## config.mk

```make
export PLATFORM = sky130hd
export DESIGN_NAME = mips8_mc_controller
export DESIGN_NICKNAME = d
export VERILOG_FILES = /design/src/rtl/mips8_mc_controller.sv
export SDC_FILE = /design/constraint.sdc
export NUM_CORES = 1
export LEC_CHECK = 0
export BUFFER_PORTS_ARGS = -buffer_cell sky130_fd_sc_hd__buf_2
export CAP_MARGIN = 5
export CORE_AREA = 3 3 40 42
export DETAILED_ROUTE_END_ITERATION = 10
export DIE_AREA = 0 0 43 45
export GPL_TIMING_DRIVEN = 0
export PLACE_DENSITY = 0.74
export SETUP_SLACK_MARGIN = 0.5
export SLEW_MARGIN = 10
export SYNTH_ARGS = -nofsm -noshare
export SYNTH_HDL_FRONTEND = slang
export SYNTH_SLANG_ARGS = --single-unit
```

## constraint.sdc

```tcl
create_clock -name clk -period 2.8 [get_ports clk]
set_clock_uncertainty 0.15 [all_clocks]
set_input_delay 0.28 -clock clk [delete_from_list [all_inputs] [get_ports clk]]
set_output_delay 0.28 -clock clk [all_outputs]
set_load 0.02 [all_outputs]
```

## src/rtl/mips8_mc_controller.sv

```systemverilog
// Multicycle control FSM for the 8-bit MIPS datapath.
// Fetches four instruction bytes, decodes op, sequences datapath enables.
module mips8_mc_controller #(
   parameter int OPW = 6,
   parameter int SW  = 4
) (
   input  logic           clk,
   input  logic           reset_n,
   input  logic [OPW-1:0] op,
   input  logic           zero,
   output logic           memread,
   output logic           memwrite,
   output logic           alusrca,
   output logic           memtoreg,
   output logic           iord,
   output logic           pcen,
   output logic           regwrite,
   output logic           regdst,
   output logic [1:0]     pcsource,
   output logic [1:0]     alusrcb,
   output logic [1:0]     aluop,
   output logic [3:0]     irwrite,
   output logic [SW-1:0]  state
);

   localparam logic [SW-1:0] FETCH1  = 4'd0;
   localparam logic [SW-1:0] FETCH2  = 4'd1;
   localparam logic [SW-1:0] FETCH3  = 4'd2;
   localparam logic [SW-1:0] FETCH4  = 4'd3;
   localparam logic [SW-1:0] DECODE  = 4'd4;
   localparam logic [SW-1:0] MEMADR  = 4'd5;
   localparam logic [SW-1:0] LBRD    = 4'd6;
   localparam logic [SW-1:0] LBWR    = 4'd7;
   localparam logic [SW-1:0] SBWR    = 4'd8;
   localparam logic [SW-1:0] RTYPEEX = 4'd9;
   localparam logic [SW-1:0] RTYPEWR = 4'd10;
   localparam logic [SW-1:0] BEQEX   = 4'd11;
   localparam logic [SW-1:0] JEX     = 4'd12;
   localparam logic [SW-1:0] ADDIEX  = 4'd13;
   localparam logic [SW-1:0] ADDIWR  = 4'd14;

   localparam logic [OPW-1:0] OP_LB   = 6'b100000;
   localparam logic [OPW-1:0] OP_SB   = 6'b101000;
   localparam logic [OPW-1:0] OP_RTYP = 6'b000000;
   localparam logic [OPW-1:0] OP_BEQ  = 6'b000100;
   localparam logic [OPW-1:0] OP_J    = 6'b000010;
   localparam logic [OPW-1:0] OP_ADDI = 6'b001000;

   logic [SW-1:0] state_q;
   logic [SW-1:0] state_d;

   logic       r_memread, r_memwrite, r_alusrca, r_memtoreg;
   logic       r_iord, r_regwrite, r_regdst;
   logic       r_pcwrite, r_pcwritecond;
   logic [1:0] r_pcsource, r_alusrcb, r_aluop;
   logic [3:0] r_irwrite;

   always_ff @(posedge clk) begin
      if (!reset_n) state_q <= FETCH1;
      else          state_q <= state_d;
   end

   always_comb begin
      state_d = FETCH1;
      case (state_q)
         FETCH1:  state_d = FETCH2;
         FETCH2:  state_d = FETCH3;
         FETCH3:  state_d = FETCH4;
         FETCH4:  state_d = DECODE;
         DECODE: begin
            unique case (1'b1)
               (op == OP_LB):   state_d = MEMADR;
               (op == OP_SB):   state_d = MEMADR;
               (op == OP_RTYP): state_d = RTYPEEX;
               (op == OP_BEQ):  state_d = BEQEX;
               (op == OP_J):    state_d = JEX;
               (op == OP_ADDI): state_d = ADDIEX;
               default:         state_d = FETCH1;
            endcase
         end
         MEMADR:  state_d = (op == OP_LB) ? LBRD : SBWR;
         LBRD:    state_d = LBWR;
         RTYPEEX: state_d = RTYPEWR;
         ADDIEX:  state_d = ADDIWR;
         default: state_d = FETCH1;
      endcase
   end

   always_comb begin
      r_memread     = 1'b0;
      r_memwrite    = 1'b0;
      r_alusrca     = 1'b0;
      r_memtoreg    = 1'b0;
      r_iord        = 1'b0;
      r_regwrite    = 1'b0;
      r_regdst      = 1'b0;
      r_pcwrite     = 1'b0;
      r_pcwritecond = 1'b0;
      r_pcsource    = 2'b00;
      r_alusrcb     = 2'b00;
      r_aluop       = 2'b00;
      r_irwrite     = 4'b0000;
      case (state_q)
         FETCH1, FETCH2, FETCH3, FETCH4: begin
            r_memread = 1'b1;
            r_irwrite = 4'b0001 << state_q[1:0];
            r_alusrcb = 2'b01;
            r_pcwrite = 1'b1;
         end
         DECODE:  r_alusrcb = 2'b11;
         MEMADR: begin
            r_alusrca = 1'b1;
            r_alusrcb = 2'b10;
         end
         LBRD: begin
            r_memread = 1'b1;
            r_iord    = 1'b1;
         end
         LBWR: begin
            r_regwrite = 1'b1;
            r_memtoreg = 1'b1;
         end
         SBWR: begin
            r_memwrite = 1'b1;
            r_iord     = 1'b1;
         end
         RTYPEEX: begin
            r_alusrca = 1'b1;
            r_aluop   = 2'b10;
         end
         RTYPEWR: begin
            r_regwrite = 1'b1;
            r_regdst   = 1'b1;
         end
         BEQEX: begin
            r_alusrca     = 1'b1;
            r_aluop       = 2'b01;
            r_pcsource    = 2'b01;
            r_pcwritecond = 1'b1;
         end
         JEX: begin
            r_pcsource = 2'b10;
            r_pcwrite  = 1'b1;
         end
         ADDIEX: begin
            r_alusrca = 1'b1;
            r_alusrcb = 2'b10;
         end
         ADDIWR:  r_regwrite = 1'b1;
         default: ;
      endcase
   end

   // Reset gates every output combinationally so an aborted op never strobes.
   assign memread  = reset_n & r_memread;
   assign memwrite = reset_n & r_memwrite;
   assign alusrca  = reset_n & r_alusrca;
   assign memtoreg = reset_n & r_memtoreg;
   assign iord     = reset_n & r_iord;
   assign regwrite = reset_n & r_regwrite;
   assign regdst   = reset_n & r_regdst;
   assign pcen     = reset_n & (r_pcwrite | (r_pcwritecond & zero));
   assign pcsource = reset_n ? r_pcsource : 2'b00;
   assign alusrcb  = reset_n ? r_alusrcb  : 2'b00;
   assign aluop    = reset_n ? r_aluop    : 2'b00;
   assign irwrite  = reset_n ? r_irwrite  : 4'b0000;
   assign state    = reset_n ? state_q    : '0;

endmodule

```

==> qor.txt, run 1 <==
Final WL: 1530 um
Port Buffers: 30
RSZ-0062 raised after global routing: false
Synth Instances: 81
Residual DRC count: 0
H-tree Lvls: 1
Row count: 13
Crit share post-route: 0.695
Peak supply drop: 0.233 mV
CTS sink cnt: 4
Max-slew headroom at the worst pin: 0.746
DR pass1 iterations: 4
Die Y: 45 um
LEAKAGE: 0.000358 uW
Fillcell total: 134
Cell variety after synth: 35
Vias: 700
CTS tree: yes
Drt wl/cell: 11.8 um
Ant. Diodes: 0
DIE AREA: 1940 um^2
CORE AREA: 1280 um^2
Post-cts sizing count: 0
Vias in the first global route: 597
Area added between synthesis and finish: 36.0%
I/O pin cnt: 31
Most frequent cells in the layout: buf_2, nor2_1, a21oi_1, nand2_1, nor3_1
Clock Path Buffers: 2
Final Max Tran Viols: 0
Largest Register: state_q
Max Cap Violations: 0
Global-route wire length before repair: 2680 um
Top layer in use: met3
WL met2: 738 um
Run status: completed
Post-CTS Setup Bufs: 0
Synth Net Count: 90
Synth warnings: 0
Mean post-synth cell area: 6.56 um^2
Worst skew pair latency: 240 ps
Hpwl dp: 1200 um
Largest net degree at the start of global routing: 11
Hold Buf Count CTS: 0
Setup crit start kind: flop
Vias per inst: 5.43
Pre-CTS setup slack: 1040 ps
End point of the critical path: pcen
Worst hold start: op[4]
PnR worst setup slack: 853 ps
Initial antenna violation count: 0
Post-route ant nets: 0
Worst Tran Pin Value: 381 ps
Nets@finish: 125
Hold Fails Final Rpt: 0
Final setup viols: 0
Crit end category: output port
Initial DRC Count: 13
Cell Pwr Density: 297 nW/um^2
Data required time of the worst path: 2370 ps
Yosys reg bits: 4
Critical path fanouts, max: 10
Commonest non-fill, non-tap cell in the layout: buf_2
Synthesized cell area: 532 um^2
Critical Path Start: state_q[1]$_SDFF_PN0_
Setup CP Type: reg -> out
DR WL met3: 129 um
Reg2reg start: state_q[1]$_SDFF_PN0_
Placer Congestion: 0.939
Crit path DAT: 1520 ps
Effective utilization at floorplan: 0.414
Fraction of layout cells with a size suffix above 1: 0.386
Max reg flops: 4
Biggest regs: state_q x4
Die Wd: 43 um
Num CTS Buffers: 3
Met1 wire length: 660 um
CTS clk-pin slew, worst paths: 40 ps
End of the worst register-to-register path: state_q[2]$_SDFF_PN0_
GRT overflow: 0
Reg2reg path depth: 5
Hold Path Class: in -> reg
Fmax: 0.514 GHz
CTS Root Buffer Type: clkbuf_4
Setup_tns: 0 ps
Final worst path period need: 1950 ps
Flop-to-flop setup slack: 1130 ps
Sequential share of the synthesized area: 0.151
GRT Overall Usage: 0.179
## worst min path at each step
| stage | to | slack (ps) | depth (start not counted) |
|---|---|---|---|
| finish | state_q[0]$_SDFF_PN0_ | 270 | 4 |
| CTS | state_q[0]$_SDFF_PN0_ | 260 | 4 |
| global placement | state_q[0]$_SDFF_PN0_ | 490 | 2 |
| detailed placement | state_q[0]$_SDFF_PN0_ | 500 | 2 |
| floorplan | state_q[0]$_SDFF_PN0_ | 320 | 2 |
| global route | state_q[0]$_SDFF_PN0_ | 320 | 4 |
## critical path, cell delays in order, from the launching register on
cell	delay [ps]
dfxtp_1	300
buf_6	130
or3b_4	430
o22ai_1	130
and2_1	130
buf_2	150
## synthesized netlist by cell type (all sizes together)
| master | instances | area share |
|---|---|---|
| clkbuf | 1 | 0.0071 |
| a41oi | 1 | 0.016 |
| or3 | 2 | 0.033 |
| nor2b | 2 | 0.024 |
| or3b | 2 | 0.038 |
| buf | 3 | 0.056 |
| nand3 | 1 | 0.0094 |
| o32a | 1 | 0.021 |
| xor2 | 1 | 0.016 |
| nor3b | 1 | 0.014 |
| o21ai | 4 | 0.038 |
| and2 | 4 | 0.047 |
| a31oi | 2 | 0.024 |
| nand4b | 1 | 0.016 |
| nor2 | 15 | 0.11 |
| or4 | 1 | 0.014 |
| nand2b | 3 | 0.035 |
| or2b | 2 | 0.033 |
| mux2i | 1 | 0.019 |
| nor3 | 6 | 0.066 |
| inv | 3 | 0.021 |
| nor4 | 1 | 0.012 |
| a21boi | 1 | 0.014 |
| or2 | 3 | 0.035 |
| dfxtp | 4 | 0.15 |
| a21oi | 8 | 0.075 |
| o22ai | 2 | 0.024 |
| nand2 | 5 | 0.035 |
## kinds of logic after synthesis
family / synth area share
AND/OR/NAND/NOR: 0.518
buffers and inverters: 0.0847
multiplexers: 0.0188
flip-flops: 0.151
AO/OA/AOI/OAI: 0.212
XOR/XNOR: 0.0165
## where the power goes
group / switching, uW / internal, uW / total, uW
registers: 2.61 / 60.6 / 63.2
clock network: 24.6 / 48.0 / 72.6
logic: 48.2 / 31.0 / 79.2
total: 75.4 / 140 / 215
## through the flow
step	util	instances	hold slack (ps)	power [uW]	instance area (um^2)
after floorplan	-	81	320	116	532
after global placement	0.545	126	485	141	701
after CTS	0.563	129	264	218	723
after global routing	0.563	129	325	232	723
after detailed placement	0.545	126	497	143	701
final	0.563	129	273	215	723
## area by class of cell
class	instances	area, um^2	share of cell area
Clock buffer	3	22.5	0.0311
Inverter	3	11.3	0.0156
Tap cell	15	18.8	0.0260
Sequential cell	4	80.1	0.111
Buffer	4	33.8	0.0467
Multi-Input combinational cell	70	407	0.562
Timing Repair Buffer	30	150	0.208
## per-layer routing
layer,up-vias,global-route usage
met4,0,0.0361
li1,357,-
met5,-,0
met1,314,0.230
met3,0,0.0518
met2,29,0.299
Note: power is estimated with default switching activity, not from simulation.
==> run 2: changes to the inputs <==
==> constraint.sdc (replaced) <==
create_clock -name clk -period 2 [get_ports clk]
set_clock_uncertainty 0.15 [all_clocks]
set_input_delay 0.2 -clock clk [delete_from_list [all_inputs] [get_ports clk]]
set_output_delay 0.2 -clock clk [all_outputs]
set_load 0.02 [all_outputs]
==> run 2 against run 1 <==
  * Sequential power is 43% higher
  * Clock power is 42% higher
  * Non-clock buffer count is 16 higher
  * Global-route usage is 5.6 points higher
  * Combinational power grew to 2.5 times the previous value
  * Power is 83% higher
  * Utilization is 31 points higher
  * Critical path type is now reg -> reg
  * Critical endpoint is now state_q[2]$_SDFF_PN0_
==> qor.txt, run 2 (synthesis gave the netlist of run 1 again) <==
Initial DRC Count: 26 (+13)
Vias per inst: 5.95 (+9.7%)
Top layer in use: met4
Effective utilization at floorplan: 0.414 (unchanged)
Largest net degree at the start of global routing: 11 (unchanged)
Sequential cell area: 86.3 um^2 (+7.8%)
Placed insts: 126 (unchanged)
Finished Layout Cells: 145 (+12%)
Hold Buf Count CTS: 0 (unchanged)
Critical path fanouts, max: 5 (-5)
Drt wl/cell: 18.1 um (+53%)
Final WL: 2630 um (+72%)
Crit path DAT: 1840 ps (+320 ps)
WHS: 208 ps (-64.2 ps)
Initial antenna violation count: 0 (unchanged)
Run status: completed
CORE AREA: 1280 um^2 (unchanged)
Max-slew headroom at the worst pin: 0.696 (-0.0504)
Port Buffers: 30 (unchanged)
Crit share post-route: 0.911
Worst Tran Pin Value: 453 ps (+72.5 ps)
Fraction of layout cells with a size suffix above 1: 0.700 (+0.314)
Global-route wire length before repair: 3460 um (+29%)
CTS clk-pin slew, worst paths: 40 ps (about the same)
Met1 wire length: 990 um (+50%)
Worst-path cell chain: buf_6, or3b_4, buf_4, o32a_4, nor3_2, or3_1
Peak supply drop: 0.482 mV (+110%)
Hpwl dp: 1190 um (-0.43%)
Cell Pwr Density: 351 nW/um^2 (+18%)
WL met2: 1280 um (+73%)
H-tree Lvls: 1 (unchanged)
Final worst path period need: 1820 ps
Clock Path Buffers: 2 (unchanged)
Die Y: 45 um (unchanged)
Die Wd: 43 um (unchanged)
RSZ-0062 raised after global routing: true
Residual DRC count: 0 (unchanged)
Area added between synthesis and finish: 111%
Setup crit start kind: flop
Setup CP Type: reg -> reg
Final Max Tran Viols: 0 (unchanged)
Commonest non-fill, non-tap cell in the layout: buf_4
Delay-heaviest family, CP: simple AND/OR/NAND/NOR gates
Placer Congestion: 0.866 (-7.8%)
GRT Overall Usage: 0.235 (+0.0563)
CTS Root Buffer Type: clkbuf_4
Fmax: 0.549 GHz
CTS tree: yes
Bufs and invs on worst path: 2 (unchanged)
DR WL met3: 200 um (+55%)
Setup_tns: 0 ps (unchanged)
Worst skew pair latency: 230 ps (about the same)
CTS sink cnt: 4 (unchanged)
Data required time of the worst path: 2020 ps (-350 ps)
Fillcell total: 63 (-53%)
Worst path max stage delay: 400 ps (-30 ps)
Most frequent cells in the layout: buf_4, buf_6, buf_2, nor2_1, nor2_4
Largest Register: state_q
Ant. Diodes: 0 (unchanged)
Max Cap Violations: 0 (unchanged)
Max reg flops: 4 (unchanged)
Post-route ant nets: 0 (unchanged)
Row count: 13 (unchanged)
I/O pin cnt: 31 (unchanged)
Crit end category: flop
Biggest regs: state_q x4
Vias: 863 (+23%)
Multi-input gate area: 562 um^2 (+38%)
Nets@finish: 141 (+13%)
CP max-delay cell: or3b_4
Hold Path Class: in -> reg
GRT overflow: 0 (unchanged)
DR pass1 iterations: 4 (unchanged)
DIE AREA: 1940 um^2 (unchanged)
Hold Fails Final Rpt: 0 (unchanged)
Vias in the first global route: 778 (+30%)
Final setup viols: 0 (unchanged)
Num CTS Buffers: 3 (unchanged)
LEAKAGE: 0.000480 uW (+34%)
## run 2: changes by cell type in the layout (fill, tap and decap cells not counted), sizes merged
cell / previous run / this run
buf: 33 / 50
clkbuf: 4 / 3
## run 2: cell type report
| class | count | area share |
|---|---|---|
| Tap cell | 15 | 0.0167 |
| Timing Repair Buffer | 46 | 0.325 |
| Multi-Input combinational cell | 70 | 0.501 |
| Inverter | 3 | 0.0167 |
| Buffer | 4 | 0.0435 |
| Clock buffer | 3 | 0.0201 |
| Sequential cell | 4 | 0.0770 |
## run 2: what timing repair did
| item | CTS | global route |
|---|---|---|
| setup buffers | 9 | 6 |
| hold endpoints to repair | 0 | 0 |
| setup endpoints to repair | 21 | 24 |
| pin swaps | 7 | 12 |
| gates resized for setup | 42 | 36 |
| cloned | 1 | 0 |
## run 2: worst paths after layout
path / cells after the start / startpoint / slack [ps] / to
min reg2reg: 4 / state_q[3]$_SDFF_PN0_ / 560 / state_q[0]$_SDFF_PN0_
max: 6 / state_q[1]$_SDFF_PN0_ / 180 / state_q[2]$_SDFF_PN0_
min: 4 / op[4] / 210 / state_q[0]$_SDFF_PN0_
max reg2reg: 6 / state_q[1]$_SDFF_PN0_ / 180 / state_q[2]$_SDFF_PN0_
## run 2: stage by stage
stage | setup slack, ps | cell area [um^2] | total power, uW | util
3_3_place_gp | 338 | 728 | 202 | 0.567
2_1_floorplan | 495 | 559 | 166 | -
4_1_cts | 219 | 952 | 351 | 0.741
3_5_place_dp | 334 | 728 | 205 | 0.567
5_1_grt | 148 | 1120 | 421 | 0.872
6_report | 179 | 1120 | 393 | 0.872
## run 2: worst reg2reg max path: stages (launching register included)
cell	delay [ps]
dfxtp_2	310
buf_6	120
or3b_4	400
buf_4	180
o32a_4	310
nor3_2	150
or3_1	140
## run 2: routing by layer
layer | global-route usage | vias to the layer above
li1 | - | 385
met1 | 0.266 | 394
met2 | 0.422 | 67
met3 | 0.0319 | 17
met4 | 0.139 | 0
met5 | 0 | -
## run 2: power by group
part / total (uW) / internal (uW) / switching [uW]
Clock: 103 / 67.4 / 36.0
Combinational: 199 / 95.7 / 103
Sequential: 90.4 / 85.3 / 5.12
Total: 393 / 248 / 145
